### src/rtl/decode_stage.sv
// decode_stage: RV32I decode stage with load-use stall and branch-squash control.
// Ports:
//   clk, reset          clock and synchronous active-high reset
//   instr, instrPC      fetched instruction and its address
//   instrValid          instr/instrPC hold a real instruction
//   pcWriteEnable       execute redirected the PC this cycle
//   stall               combinational; fetch holds its outputs next cycle
//   hazard, flush       registered; a load-use or squash bubble is in execute
//   PC .. imm           registered decode fields; all zero for a bubble
module decode_stage #(
    parameter int FLUSH_CYCLES = 2
) (
    input  logic        clk,
    input  logic        reset,
    input  logic [31:0] instr,
    input  logic [31:0] instrPC,
    input  logic        instrValid,
    input  logic        pcWriteEnable,
    output logic        stall,
    output logic        hazard,
    output logic        flush,
    output logic [31:0] PC,
    output logic [6:0]  opcode,
    output logic [2:0]  func3,
    output logic [6:0]  func7,
    output logic [4:0]  regNum0,
    output logic [4:0]  regNum1,
    output logic [4:0]  regWriteNum,
    output logic [31:0] imm
);
    localparam logic [1:0] RUN   = 2'd0;
    localparam logic [1:0] STALL = 2'd1;
    localparam logic [1:0] FLUSH = 2'd2;
    localparam int CW = $clog2(FLUSH_CYCLES + 1);

    logic [1:0]    state, next_state;
    logic [CW-1:0] cnt, next_cnt;
    logic [6:0]    op;
    logic          is_r, is_i, is_s, is_b, is_u, is_j, valid, dec;
    logic [4:0]    d_rs1, d_rs2, d_rd;
    logic [31:0]   d_imm;

    assign op   = instr[6:0];
    assign is_r = op == 7'b0110011;
    assign is_i = op == 7'b0010011 || op == 7'b0000011 || op == 7'b1100111;
    assign is_s = op == 7'b0100011;
    assign is_b = op == 7'b1100011;
    assign is_u = op == 7'b0110111 || op == 7'b0010111;
    assign is_j = op == 7'b1101111;
    assign valid = instrValid && (is_r || is_i || is_s || is_b || is_u || is_j);

    assign d_rs1 = valid && (is_r || is_i || is_s || is_b) ? instr[19:15] : 5'd0;
    assign d_rs2 = valid && (is_r || is_s || is_b) ? instr[24:20] : 5'd0;
    assign d_rd  = valid && (is_r || is_i || is_u || is_j) ? instr[11:7] : 5'd0;
    assign d_imm = is_i ? {{20{instr[31]}}, instr[31:20]} :
                   is_s ? {{20{instr[31]}}, instr[31:25], instr[11:7]} :
                   is_b ? {{19{instr[31]}}, instr[31], instr[7], instr[30:25], instr[11:8], 1'b0} :
                   is_u ? {instr[31:12], 12'b0} :
                   is_j ? {{11{instr[31]}}, instr[31], instr[19:12], instr[20], instr[30:21], 1'b0} :
                   32'd0;

    // Unused source fields decode to 0 and the issued rd is non-zero, so they never match.
    assign stall = state == RUN && opcode == 7'b0000011 && regWriteNum != 5'd0 &&
                   (d_rs1 == regWriteNum || d_rs2 == regWriteNum);

    assign dec = valid && !pcWriteEnable && (state == STALL || (state == RUN && !stall));

    // In FLUSH the counter holds the bubbles still to issue after this edge.
    assign next_state = pcWriteEnable ? (FLUSH_CYCLES == 1 ? RUN : FLUSH) :
                        state == RUN ? (stall ? STALL : RUN) :
                        state == FLUSH && cnt > CW'(1) ? FLUSH : RUN;
    assign next_cnt = pcWriteEnable ? CW'(FLUSH_CYCLES - 1) :
                      state == FLUSH && cnt != '0 ? cnt - CW'(1) : cnt;

    always_ff @(posedge clk) begin
        if (reset) begin
            state       <= RUN;
            cnt         <= '0;
            hazard      <= 1'b0;
            flush       <= 1'b0;
            PC          <= '0;
            opcode      <= '0;
            func3       <= '0;
            func7       <= '0;
            regNum0     <= '0;
            regNum1     <= '0;
            regWriteNum <= '0;
            imm         <= '0;
        end else begin
            state       <= next_state;
            cnt         <= next_cnt;
            hazard      <= !pcWriteEnable && state == RUN && stall;
            flush       <= pcWriteEnable || state == FLUSH;
            PC          <= dec ? instrPC : 32'd0;
            opcode      <= dec ? op : 7'd0;
            func3       <= dec ? instr[14:12] : 3'd0;
            func7       <= dec ? instr[31:25] : 7'd0;
            regNum0     <= dec ? d_rs1 : 5'd0;
            regNum1     <= dec ? d_rs2 : 5'd0;
            regWriteNum <= dec ? d_rd : 5'd0;
            imm         <= dec ? d_imm : 32'd0;
        end
    end
endmodule
### config.mk
export PLATFORM = sky130hd
export DESIGN_NAME = decode_stage
export DESIGN_NICKNAME = d
export VERILOG_FILES = /design/src/rtl/decode_stage.sv
export SDC_FILE = /design/constraint.sdc
export NUM_CORES = 1
export LEC_CHECK = 0
export CAP_MARGIN = 20
export CORE_MARGIN = 1
export CORE_UTILIZATION = 40
export DETAILED_ROUTE_END_ITERATION = 8
export PLACE_DENSITY = 0.83
export SYNTH_ARGS = -nofsm -noshare
export SYNTH_HDL_FRONTEND = slang
export SYNTH_SLANG_ARGS = --single-unit
### constraint.sdc
create_clock -name clk -period 2.7 [get_ports clk]
set_input_delay 0.405 -clock clk [delete_from_list [all_inputs] [get_ports clk]]
set_output_delay 0.405 -clock clk [all_outputs]
set_load 0.02 [all_outputs]
==> results.md <==
- Outcome: finished, violations left
- Failing checks: design-rule violations, negative setup slack
- Crit path cell chain: nor4_4 -> nand2_1 -> nor4_2 -> buf_4 -> nand4_1 -> o41ai_4 -> buf_4
- Worst R2R End: imm[4]
- CTS tree: yes
- Fin crit share: 1.02
- Yosys cell types: 44
- Total GRT Usage: 0.243
- Die height: 97.9 microns
- Worst setup endpoint: stall
- Clock share of power: 0.339
- CTS Buf Count: 9
- Synthesized flop and latch total: 102
- Starting Density: 0.418
- Crit Path Max Fanout: 2
- Worst Hold Depth: 2
- Max Freq: 362 MHz
- Worst r2r path cells: 9
- Number of max-cap violations: 0
- Leakage: 0.00241 uW
- Post-Syn Area: 3680 sq um
- Count of final setup violators: 1
- Initial DRC count: 135
- Worst path top cell family by delay: simple AND/OR/NAND/NOR gates
- Antenna violations before repair: 0
- Die area: 9580 sq um
- IO Pins: 167
- Layout cell share with drive strength beyond 1: 0.147
- Critical Path Most Common Cell: buf_4
- Placed insts: 736
- Worst path depth: 7
- RePlAce Congestion: 0.900
- Layout filler cell count: 700
- R2r startpoint: opcode[2]
- Peak supply drop: 253 uV
- Vias in the first global route: 3739
- Min-delay worst type: register to register
- Mapped Avg Cell Area: 8.69 sq um
- DP HPWL: 8660 microns
- First-pass GRT wire length: 18400 microns
- Post-Syn Instances: 423
- P per Cell Area: 436 nW/um^2
- H-tree level count: 3
- Final WL: 11600 microns
- Min Tclk post-route: 2760 ps
- Crit Path Class: register to output port
- Critical Path Start Type: register
- Die W: 97.9 microns
- Slew @ Worst Pin: 641 ps
- Buf/Inv on CP: 2
- Via count: 3814
- Pint: 2010 uW
- Comb pwr share: 0.093
- Critical Path Start: opcode[2]
- RSZ-0062 raised after global routing: yes
- Num rows: 34
- CTS Hold Bufs: 0
- DR DRC count: 14
- Post-route setup slack: -63.1 ps
- Syn nets: 493
- Drt wl/cell: 15.3 microns
- P&R area growth vs syn: 66.2%
- Ant. Diodes: 0
- Clk slew on worst S/H paths: 100 ps
- Final Hold Fails: 0
- Critical path endpoint category: output port
- CORE AREA: 8810 sq um
- Total power draw: 2660 uW
- Clk root buf: clkbuf_8
- Max Transition Viols Final: 0
- Clock Skew: 15.5 ps
- Register area share after synthesis: 0.555
- Flop pwr share: 0.568
- GRT overflow: 0
- Nets: 711
- IO buf count: 166
- Fin cells: 754
- Worst Path Arrival: 2360 ps
- YS warnings: 0
- ANT nets after route: 0
- Switching pwr: 654 uW
- Reg2Reg Setup Slack: 150 ps
- Worst path required time: 2300 ps
- Hold path start: cnt[1]
- Via density: 5.06
- Largest net degree at the start of global routing: 51
- Clock sink total: 102
- Largest stage delay, worst path: 480 ps
- Switching Share: 0.246
- Clock Latency Late Sink: 360 ps
- Worst slew margin: 0.567
- Iteration count of the initial detailed-routing pass: 6
- CTS max path bufs: 2
- CP max-delay cell: o41ai_4
## sequential cells by signal, indices dropped and copies added (netlist names), 2 cells and up
signal	cells
regNum0	5
state	2
PC	32
func7	7
imm	32
cnt	2
func3	3
regWriteNum	5
regNum1	5
opcode	7
## worst register-to-register path, delay by kind of cell (launching register included)
| kind | cells | cell delay, ps |
|---|---|---|
| compound gates | 1 | 480 |
| buf+inv | 3 | 690 |
| flops | 1 | 340 |
| simple gates | 5 | 930 |
## metrics by stage
| step | setup TNS, ps | setup slack (ps) | hold WS [ps] | utilization | instance area [sq um] |
|---|---|---|---|---|---|
| detailed placement | -38610 | -632 | 514 | 0.666 | 5870 |
| CTS | -26.8 | -26.8 | 529 | 0.691 | 6080 |
| global route | -176 | -176 | 533 | 0.694 | 6110 |
| floorplan | 0 | 101 | 477 | - | 3680 |
| global placement | -32460 | -590 | 501 | 0.666 | 5870 |
| finish | -63.1 | -63.1 | 530 | 0.694 | 6110 |
## timing repair
action / in CTS / in global routing
gates resized for setup: 21 / 5
pin swaps: 10 / 3
setup endpoints to repair: 83 / 93
setup buffers: 1 / 1
## how the worst min path moves through the flow
stage | slack (ps) | end
6_report | 530 | cnt[1]
5_1_grt | 530 | PC[8]
4_1_cts | 530 | cnt[1]
3_5_place_dp | 510 | cnt[1]
3_3_place_gp | 500 | cnt[1]
2_1_floorplan | 480 | cnt[0]
## per-layer routing
| metal | track usage | up-vias | share of wire |
|---|---|---|---|
| met5 | 0 | - | 0 |
| met1 | 0.281 | 1781 | 0.41 |
| met3 | 0.0630 | 14 | 0.080 |
| li1 | - | 1861 | - |
| met4 | 0.0851 | 0 | 0.014 |
| met2 | 0.431 | 158 | 0.50 |
## layout make-up
class                   count  area (sq um)  share of cell area
repair buffers            233          2180               0.356
flip-flops and latches    102          2040               0.334
multi-input cells         285          1540               0.251
well taps                 108           135              0.0221
clock buffers              10           128              0.0209
clock inverters             6          57.6             0.00941
inverters                  10          37.5             0.00614
## synthesized netlist by cell type
master       n  area (sq um)
a211oi_1    21           158
a21o_1       1          7.51
a21oi_1      5          25.0
a221o_1      1          10.0
a22o_1       2          17.5
a22oi_1      6          45.0
a311oi_1     1          8.76
a31o_2       1          8.76
a31oi_1      1          6.26
and2_1       1          6.26
and3_1       2          12.5
and3b_1      3          26.3
and4_1       1          8.76
and4b_1      2          20.0
buf_2        8          40.0
buf_4        2          15.0
clkbuf_1    16          60.1
dfxtp_1    102          2040
ha_1         2          25.0
inv_1       10          37.5
mux2i_1      1          10.0
nand2_1     78           293
nand3_1     22           110
nand3b_1     1          7.51
nand4_1      3          18.8
nor2_1      77           289
nor2b_1      8          50.1
nor3_1      15          75.1
nor3b_1      2          15.0
nor4_1       2          12.5
nor4_2       1          12.5
nor4b_1      1          8.76
nor4bb_1     1          10.0
o2111ai_1    2          17.5
o211ai_1     1          7.51
o21a_1       1          7.51
o21ai_0      5          25.0
o221ai_1     2          17.5
o22ai_1      3          18.8
o41ai_4      1          27.5
or2_2        2          12.5
or4_1        1          7.51
xnor2_1      3          26.3
xor2_1       2          17.5
## layout by cell type, fill, tap and decap left out, types with 2 or more instances in the layout
master,count
a211oi_1,21
a21oi_1,5
a22o_1,2
a22oi_1,6
and3b_1,3
and4b_1,2
buf_4,64
buf_6,3
clkbuf_8,9
clkdlybuf4s50_1,157
clkinv_4,2
clkinvlp_4,2
dfxtp_1,101
dlygate4sd2_1,8
ha_1,2
inv_1,10
nand2_1,78
nand3_1,22
nand4_1,3
nor2_1,77
nor2b_1,7
nor3_1,15
nor4_4,2
o21ai_0,4
o221ai_1,2
o22ai_1,3
or2_2,2
xnor2_1,3
xor2_1,2
## power by group through the flow
stage | Combinational (uW) | Sequential, uW | Clock (uW)
detailed placement | 245 | 1550 | 0
floorplan | 55.4 | 1550 | 0
CTS | 245 | 1510 | 929
global route | 264 | 1510 | 991
global placement | 243 | 1550 | 0
finish | 247 | 1510 | 903
## logic make-up (layout without fill, tap and decap cells)
kind of cell | Yosys count | after routing | synth area share
flip-flops | 102 | 102 | 0.555
multiplexers | 1 | 1 | 0.00272
AO/OA/AOI/OAI | 54 | 54 | 0.111
XOR/XNOR | 5 | 5 | 0.0119
adder cells (fa/ha/maj) | 2 | 2 | 0.00680
buffers and inverters | 36 | 259 | 0.0415
AND/OR/NAND/NOR | 223 | 223 | 0.271
Note: power is estimated with default switching activity, not from simulation.
